[src/rtl/bcd_disp_pkg.sv]
// Shared definitions for the BCD display counter.
//   bcd_digit_t  : one 4-bit BCD digit
//   SEG_*        : active-low seven-segment codes, bit 7 = decimal point (off = 1)
//   bcd_sanitize : maps an out-of-range digit (>9) to 0
package bcd_disp_pkg;

    typedef logic [3:0] bcd_digit_t;

    localparam logic [7:0] SEG_0     = 8'hC0;
    localparam logic [7:0] SEG_1     = 8'hF9;
    localparam logic [7:0] SEG_2     = 8'hA4;
    localparam logic [7:0] SEG_3     = 8'hB0;
    localparam logic [7:0] SEG_4     = 8'h99;
    localparam logic [7:0] SEG_5     = 8'h92;
    localparam logic [7:0] SEG_6     = 8'h82;
    localparam logic [7:0] SEG_7     = 8'hF8;
    localparam logic [7:0] SEG_8     = 8'h80;
    localparam logic [7:0] SEG_9     = 8'h90;
    localparam logic [7:0] SEG_BLANK = 8'hFF;

    function automatic bcd_digit_t bcd_sanitize(input bcd_digit_t d);
        return (d > 4'd9) ? 4'd0 : d;
    endfunction

endpackage

[src/rtl/seg7_decode.sv]
// Combinational BCD digit to seven-segment decoder.
//   digit : 4-bit BCD digit
//   blank : 1 forces all segments off
//   seg   : active-low segments, bit 7 = decimal point (always off)
module seg7_decode
    import bcd_disp_pkg::*;
(
    input  bcd_digit_t  digit,
    input  logic        blank,
    output logic [7:0]  seg
);

    always_comb begin
        seg = SEG_BLANK;
        if (!blank) begin
            case (digit)
                4'd0:    seg = SEG_0;
                4'd1:    seg = SEG_1;
                4'd2:    seg = SEG_2;
                4'd3:    seg = SEG_3;
                4'd4:    seg = SEG_4;
                4'd5:    seg = SEG_5;
                4'd6:    seg = SEG_6;
                4'd7:    seg = SEG_7;
                4'd8:    seg = SEG_8;
                4'd9:    seg = SEG_9;
                default: seg = SEG_BLANK;
            endcase
        end
    end

endmodule

[src/rtl/bcd_display_counter.sv]
// Cascaded BCD up/down counter with prescaler and registered seven-segment outputs.
//   clk, rst   : clock, asynchronous active-high reset
//   en         : prescaler/count enable
//   up_dn      : 1 = count up, 0 = count down (sampled on the step cycle only)
//   clear      : synchronous zero of count and prescaler (highest priority)
//   load       : synchronous load of load_val (digits >9 load as 0)
//   load_val   : BCD load value, digit 0 in [3:0]
//   blank_lz   : leading-zero blanking enable
//   count_bcd  : registered BCD count
//   seg_out    : registered active-low segments, digit i in [8i+7:8i]
//   tick, wrap : one-cycle pulses coincident with the updated count
module bcd_display_counter
    import bcd_disp_pkg::*;
#(
    parameter int NUM_DIGITS = 6,
    parameter int TICK_DIV   = 16666667
) (
    input  logic                    clk,
    input  logic                    rst,
    input  logic                    en,
    input  logic                    up_dn,
    input  logic                    clear,
    input  logic                    load,
    input  logic [4*NUM_DIGITS-1:0] load_val,
    input  logic                    blank_lz,
    output logic [4*NUM_DIGITS-1:0] count_bcd,
    output logic [8*NUM_DIGITS-1:0] seg_out,
    output logic                    tick,
    output logic                    wrap
);

    localparam int              PRE_W   = (TICK_DIV > 2) ? $clog2(TICK_DIV) : 1;
    localparam logic [PRE_W-1:0] PRE_MAX = PRE_W'(TICK_DIV - 1);

    logic [PRE_W-1:0]        pre_q;
    logic [4*NUM_DIGITS-1:0] cnt_q;
    logic [8*NUM_DIGITS-1:0] seg_q;
    logic                    tick_q;
    logic                    wrap_q;

    logic                    step;
    logic [4*NUM_DIGITS-1:0] cnt_step;
    logic                    wrap_step;
    logic [4*NUM_DIGITS-1:0] load_clean;
    logic [NUM_DIGITS-1:0]   blank_vec;
    logic [8*NUM_DIGITS-1:0] seg_d;

    // clear/load take the cycle over, so no step fires alongside them
    assign step = en && (pre_q == PRE_MAX) && !clear && !load;

    // Ripple increment/decrement: a digit rolls (9->0 up, 0->9 down) and passes
    // the carry/borrow upward; a carry out of the top digit is a wrap.
    always_comb begin
        logic       carry;
        bcd_digit_t dig;
        cnt_step = cnt_q;
        carry    = 1'b1;
        dig      = '0;
        for (int i = 0; i < NUM_DIGITS; i++) begin
            dig = cnt_q[4*i +: 4];
            if (carry) begin
                if (up_dn) begin
                    if (dig == 4'd9) begin
                        cnt_step[4*i +: 4] = 4'd0;
                    end else begin
                        cnt_step[4*i +: 4] = dig + 4'd1;
                        carry = 1'b0;
                    end
                end else begin
                    if (dig == 4'd0) begin
                        cnt_step[4*i +: 4] = 4'd9;
                    end else begin
                        cnt_step[4*i +: 4] = dig - 4'd1;
                        carry = 1'b0;
                    end
                end
            end
        end
        wrap_step = carry;
    end

    always_comb begin
        load_clean = '0;
        for (int i = 0; i < NUM_DIGITS; i++) begin
            load_clean[4*i +: 4] = bcd_sanitize(load_val[4*i +: 4]);
        end
    end

    // A digit is blanked when it and every digit above it are zero; digit 0 never is.
    always_comb begin
        logic zero_above;
        zero_above = 1'b1;
        blank_vec  = '0;
        for (int i = NUM_DIGITS - 1; i >= 0; i--) begin
            zero_above   = zero_above && (cnt_q[4*i +: 4] == 4'd0);
            blank_vec[i] = blank_lz && zero_above && (i != 0);
        end
    end

    for (genvar g = 0; g < NUM_DIGITS; g++) begin : g_dec
        seg7_decode u_seg7_decode (
            .digit (cnt_q[4*g +: 4]),
            .blank (blank_vec[g]),
            .seg   (seg_d[8*g +: 8])
        );
    end

    always_ff @(posedge clk or posedge rst) begin
        if (rst) begin
            pre_q  <= '0;
            cnt_q  <= '0;
            seg_q  <= {NUM_DIGITS{SEG_0}};
            tick_q <= 1'b0;
            wrap_q <= 1'b0;
        end else begin
            seg_q  <= seg_d;
            tick_q <= step;
            wrap_q <= step && wrap_step;
            if (clear) begin
                pre_q <= '0;
                cnt_q <= '0;
            end else if (load) begin
                pre_q <= '0;
                cnt_q <= load_clean;
            end else if (en) begin
                if (pre_q == PRE_MAX) begin
                    pre_q <= '0;
                    cnt_q <= cnt_step;
                end else begin
                    pre_q <= pre_q + PRE_W'(1);
                end
            end
        end
    end

    assign count_bcd = cnt_q;
    assign seg_out   = seg_q;
    assign tick      = tick_q;
    assign wrap      = wrap_q;

endmodule

[config.mk]
export PLATFORM = sky130hd
export DESIGN_NAME = bcd_display_counter
export DESIGN_NICKNAME = d
export VERILOG_FILES = /design/src/rtl/bcd_disp_pkg.sv /design/src/rtl/seg7_decode.sv /design/src/rtl/bcd_display_counter.sv
export SDC_FILE = /design/constraint.sdc
export NUM_CORES = 1
export LEC_CHECK = 0
export CAP_MARGIN = 20
export CORE_MARGIN = 3
export CORE_UTILIZATION = 50
export CTS_BUF_LIST = sky130_fd_sc_hd__clkbuf_2
export CTS_CLUSTER_DIAMETER = 200
export CTS_CLUSTER_SIZE = 8
export DETAILED_ROUTE_END_ITERATION = 8
export GPL_ROUTABILITY_DRIVEN = 0
export PLACE_DENSITY = 0.77
export REMOVE_ABC_BUFFERS = 1
export SYNTH_ARGS = -nofsm -noshare
export SYNTH_HDL_FRONTEND = slang
export SYNTH_SLANG_ARGS = --single-unit
[constraint.sdc]
create_clock -name clk -period 3.3 [get_ports clk]
set_input_delay 0.99 -clock clk [delete_from_list [all_inputs] [get_ports clk]]
set_output_delay 0.99 -clock clk [all_outputs]
set_load 0.05 [all_outputs]
# [Word-level counts from Yosys, hierarchy flattened]
# Memory sizes are Yosys's and may differ from the RTL's. A register that Yosys moved wholly into a read port is not among the register bits.
# Cells that the tools add are included.
[totals] memories=6 wordCells=141 regBits=98 output_inout_bits=74 rom_bits=672 input_bits=31
[mem_list] name="(no name shown)" depth=16 word_bits=7 read_ports=1 rd_ports_with_merged_regs=1 wr=0 line="seg7_decode.sv:16" source="case (digit)"
[mem_list] name="(no name shown)" depth=16 word_bits=7 read_ports=1 rd_ports_with_merged_regs=0 wr=0 line="seg7_decode.sv:16"
[mem_list] name="(no name shown)" depth=16 word_bits=7 read_ports=1 rd_ports_with_merged_regs=0 wr=0 line="seg7_decode.sv:16"
[mem_list] name="(no name shown)" depth=16 word_bits=7 read_ports=1 rd_ports_with_merged_regs=0 wr=0 line="seg7_decode.sv:16"
[mem_list] name="(no name shown)" depth=16 word_bits=7 read_ports=1 rd_ports_with_merged_regs=0 wr=0 line="seg7_decode.sv:16"
[mem_list] name="(no name shown)" depth=16 word_bits=7 read_ports=1 rd_ports_with_merged_regs=0 wr=0 line="seg7_decode.sv:16"
[classes] mux=65 n_reduce_logical=34 addsub=13 order_cmp=6 n_eq_ne=7
[op_table] cell="2-to-1 mux 24 bit" count=8
[op_table] cell="2-to-1 mux 4 bit" count=29
[op_table] cell="2-to-1 mux 8 bit" count=5
[op_table] cell="adder 24 x 1 -> 24 bit (second input constant)" count=1
[op_table] cell="adder 4 x 1 -> 4 bit (second input constant)" count=6
[op_table] cell="== test 24 bit (second input constant)" count=1
[op_table] cell="== test 4 bit (second input constant)" count=6
[op_table] cell="greater-than comparator 4 bit (second input constant)" count=6
[op_table] cell="logical NOT 4 bit" count=6
[op_table] cell="subtractor 4 x 1 -> 4 bit (second input constant)" count=6
[op_table] cell="2-to-1 mux 1 bit" count=23
[op_table] cell="nonzero test 3 bit" count=7
[op_table] cell="AND reduction 3 bit" count=5
[op_table] cell="logical AND 1 bit" count=13
[op_table] cell="logical NOT 1 bit" count=2
[op_table] cell="AND reduction 2 bit" count=1

# [Logic depth before layout (Yosys ltp)]
[depth] depth_word=12 ltp_mapped=8 ltp_nobuf=7

# [Hierarchy]
# From an unflattened synthesis, not the netlist that was laid out.
[hier_totals] cells_unflattened=771 hier_area_um2=6785.3
[by_module_without_submodules] mod="bcd_display_counter" cells_per_inst=561 seq_area_each_um2=2467.4 n_inst=1 area_each_um2=5301.3
[by_module_without_submodules] mod="seg7_decode at g_dec[0].u_seg7_decode ..." cells_per_inst=35 seq_area_each_um2=0.0 n_inst=4 area_each_um2=247.7
[by_module_without_submodules] mod="seg7_decode at g_dec[1].u_seg7_decode ..." cells_per_inst=35 seq_area_each_um2=0.0 n_inst=2 area_each_um2=246.5

# [Least setup slack after synthesis]
# OpenSTA, ideal clock, no wires.
[synth_timing] kind="reg-to-reg" start="register cnt_q[4] (netlist: count_bcd[4])" end="register cnt_q[8] (netlist: count_bcd[8])" period_less_slack_ns=2.779 path_stages_with_launch=8 required_time_ns=3.172 path_slack_ns=0.521 path_buffers=0 arrival_ns=2.651 cell_sequence="dfrtp_1 > inv_1 > ha_1 > or4b_1 > a221o_1 > nor3_4 > or2b_1 > mux2_1"
[synth_between] elab_chain_len=6 elab_cells_between_ends=8 classes_between="eq/ne: 1; mux: 4; reduce/logical: 3"
[synth_lines] item="from (decl)" line="bcd_display_counter.sv:36" source="logic [4*NUM_DIGITS-1:0] cnt_q;"
[synth_lines] item="from (signal assigned)" line="bcd_display_counter.sv:124" source="cnt_q <= load_clean;"
[synth_lines] item="from (signal assigned)" line="bcd_display_counter.sv:128" source="cnt_q <= cnt_step;"
[synth_lines] item="== test 4 bit / logical NOT 4 bit (equally long branches)" line="bcd_display_counter.sv:63, bcd_display_counter.sv:70"
[synth_lines] item="2-to-1 mux 1 bit (on tied branches)" line="bcd_display_counter.sv:63, bcd_display_counter.sv:70"
[synth_lines] item="2-to-1 mux 1 bit (*)" line="bcd_display_counter.sv:62" source="if (up_dn) begin"
[synth_lines] item="2-to-1 mux 1 bit (*)" line="bcd_display_counter.sv:61" source="if (carry) begin"
[synth_lines] item="nonzero test 3 bit (no source line) (*)"
[synth_lines] item="AND reduction 3 bit (no source line) (*)"
# Every way passes the cells marked *; elsewhere a longest branch is shown, timed or not.
# A chain may end at the register's enable or synchronous reset.

# [Worst setup path after layout]
[layout_timing] start="register cnt_q[21] (netlist: count_bcd[21])" end="output port count_bcd[21]"
[layout_lines] item="to (decl)" line="bcd_display_counter.sv:26" source="output logic [4*NUM_DIGITS-1:0] count_bcd,"
# No word-level cell between the ends.

==> out/summary.txt <==
Crit path cell chain = clkdlybuf4s50_1
Worst setup SP type = register
Most frequent cells in the layout = clkdlybuf4s50_1, dfrtp_1, nor2_1, a21oi_1, o21ai_0
Nets = 856
CTS clk-pin slew, worst paths = 0.24 ns
Routed WL per cell = 16.6 um
Vias in the first global route = 5,130
Worst endpoint required time = 2.31 ns
Initial Util = 51.6%
Fmax = 0.321 GHz
Kind of critical path = register to output pin
Peak supply drop = 0.211 mV
CTS sink cnt = 92
Vias = 5,554
Initial antenna violation count = 0
Total congestion overflow = 0
Port bufs = 98
Pin count of the biggest net entering global routing = 50
Leading area contributor after synthesis = dfrtp_1
CP Data Arrival Time = 2.12 ns
Antenna Nets Post-Route = 0
Sequential cell area = 2310 um2
Max Cap Viol = 0
Share of the synthesized area in the top cell type = 36.0%
Cell area power density = 444 nW/um2
Starting DRT DRC Count = 348
Via density = 5.90
CP Buf/Inv Count = 1
Row Count = 39
RSZ-0062 raised after global routing = false
Pins Over Slew Limit = 0
Worst-path fanout max = 10
Overall routing resource usage = 23.7%
Power Total = 0.00325 W
Fill count = 977
Total Wirelength = 15,600 um
Synthesized cell area = 5970 um2
Placed cell areas = 7240 um2
Slew @ Worst Pin = 0.746 ns
Drt pass-1 iters = 9
Design area = 7330 um2
Cts hold-fix bufs = 0
DRC violation count after routing = 0
Status = finished clean
Area grow syn2layout = 22.7%
LEAKAGE = 3.15 nW
Avg Cell Area, Syn = 8.69 um2
Worst skew pair latency = 0.59 ns
Async set-reset flop share out of synthesis = 100%
Yosys reg bits = 92
Clock buffer count from CTS = 9
Io pins = 105
Worst Setup End Kind = output pin
Slew margin rel. = 49.9%
Commonest non-fill, non-tap cell in the layout = clkdlybuf4s50_1
Syn. warnings = 0
Post-DP HPWL = 11,600 um
Hold Path Class = register to register
DIE WIDTH = 115 um
Bufs on Longest Clock Path = 2
Root Driver = clkbuf_2
Total placed cells including tap cells = 925
Register area share after synthesis = 38.7%
Cells after Synth = 687
Distinct cells, synth = 72
Main synth FF type = dfrtp_1
Post-synth EDFFs = 0
Worst Skew = 0.0268 ns
Slowest CP cell = clkdlybuf4s50_1
Fin cells = 941
Fin crit share = 94.3%
Global-route wire length before repair = 25,400 um
Setup violators final = 0
Critical path's top delay family = buffers and inverters
Area contributors post-synth = dfrtp_1, ha_1, a21oi_1
Core ar. = 11,600 um2
Critical Path Max Stage Delay = 0.88 ns
Final hold viol count = 0
CTS tree = built
CTS HTree Levels = 3
Chip Height = 115 um
Fin crit period = 3.11 ns
Fraction of layout cells with a size suffix above 1 = 8.78%
Multi-input gate area = 3380 um2
DIE AREA = 13,300 um2
path summary, 6_finish.rpt:
| kind | start | endpoint | slack [ns] | depth (start not counted) |
|---|---|---|---|---|
| setup / recovery | count_bcd[21] | count_bcd[21] | 0.19 | 1 |
| hold / removal | pre_q[22] | pre_q[22] | 0.58 | 2 |
| setup reg to reg | count_bcd[5] | wrap | 0.54 | 7 |
| hold reg to reg | pre_q[22] | pre_q[22] | 0.58 | 2 |
| max in group asynchronous | rst | seg_out[30] | 1.94 | 3 |
| min in group asynchronous | rst | seg_out[43] | 0.65 | 2 |
flip-flops by register name (all words and copies together) (netlist names):
signal,flops
wrap,1
count_bcd,24
tick,1
seg_out,42
pre_q,24
layer usage:
layer / GRT usage [%] / vias to the layer above / part of all wire, %
met2: 37.3 / 223 / 47
met3: 4.89 / 30 / 6.4
li1: - / 2645 / -
met1: 33.6 / 2656 / 45
met5: 0 / - / 0
met4: 6.03 / 0 / 1.3
worst min-delay path: stages (launching register included):
cell and delay, ns:
dfrtp_1 0.45, inv_1 0.07, o21ai_1 0.06
metrics by stage:
stage	TNS, ns	util (%)	hold slack [ns]	worst slack, ns
floorplan	-6.19	-	0.503	-0.0720
global placement	0	62.6	0.517	0.0453
detailed placement	-0.0208	62.6	0.539	-0.0152
CTS	0	63.3	0.569	0.0863
global route	0	63.3	0.598	0.0553
finish	0	63.4	0.577	0.188
cells by family (layout without fill, tap and decap cells):
group / count (synthesis) / in the layout / share of synthesized area (%)
fa+ha+maj: 32 / 32 / 6.70
other cells: 1 / 7 / 0.0628
mux: 21 / 21 / 4.15
buf+inv: 73 / 178 / 5.01
simple gates: 256 / 256 / 22.8
xor+xnor: 25 / 25 / 3.67
compound gates: 187 / 187 / 19.0
flops: 92 / 92 / 38.7
cells in the mapped netlist (all sizes together) (7+ instances only):
cell    instances
a211oi          7
a21oi          62
and3           10
buf            10
clkbuf         30
dfrtp          86
ha             32
inv            33
mux2            8
mux2i          12
nand2          55
nand2b         12
nand3          15
nand4           8
nor2           70
nor2b           7
nor3           22
nor3b          11
o21ai          63
xnor2          12
xor2           13
final cells by class:
cell class,instances,share of cell area [%]
clock buffers,12,0.820
clock inverters,3,0.222
inverters,33,1.71
diodes,1,0.0342
repair buffers,130,17.1
well taps,143,2.44
multi-input cells,527,46.2
flip-flops and latches,92,31.5
power breakdown:
group	leakage, nW	switching [W]	internal (W)	total [W]
clock	0.0555	0.000374	0.000101	0.000475
combinational	1.90	0.000927	0.000503	0.00143
sequential	1.19	0.0000843	0.00126	0.00135
total	3.15	0.00139	0.00187	0.00325
repair_timing:
action,4_1_cts,5_1_grt
setup endpoints to repair,0,2
buffers inserted,0,0
resized for setup,0,2
Power figures use the tool's default switching activity.
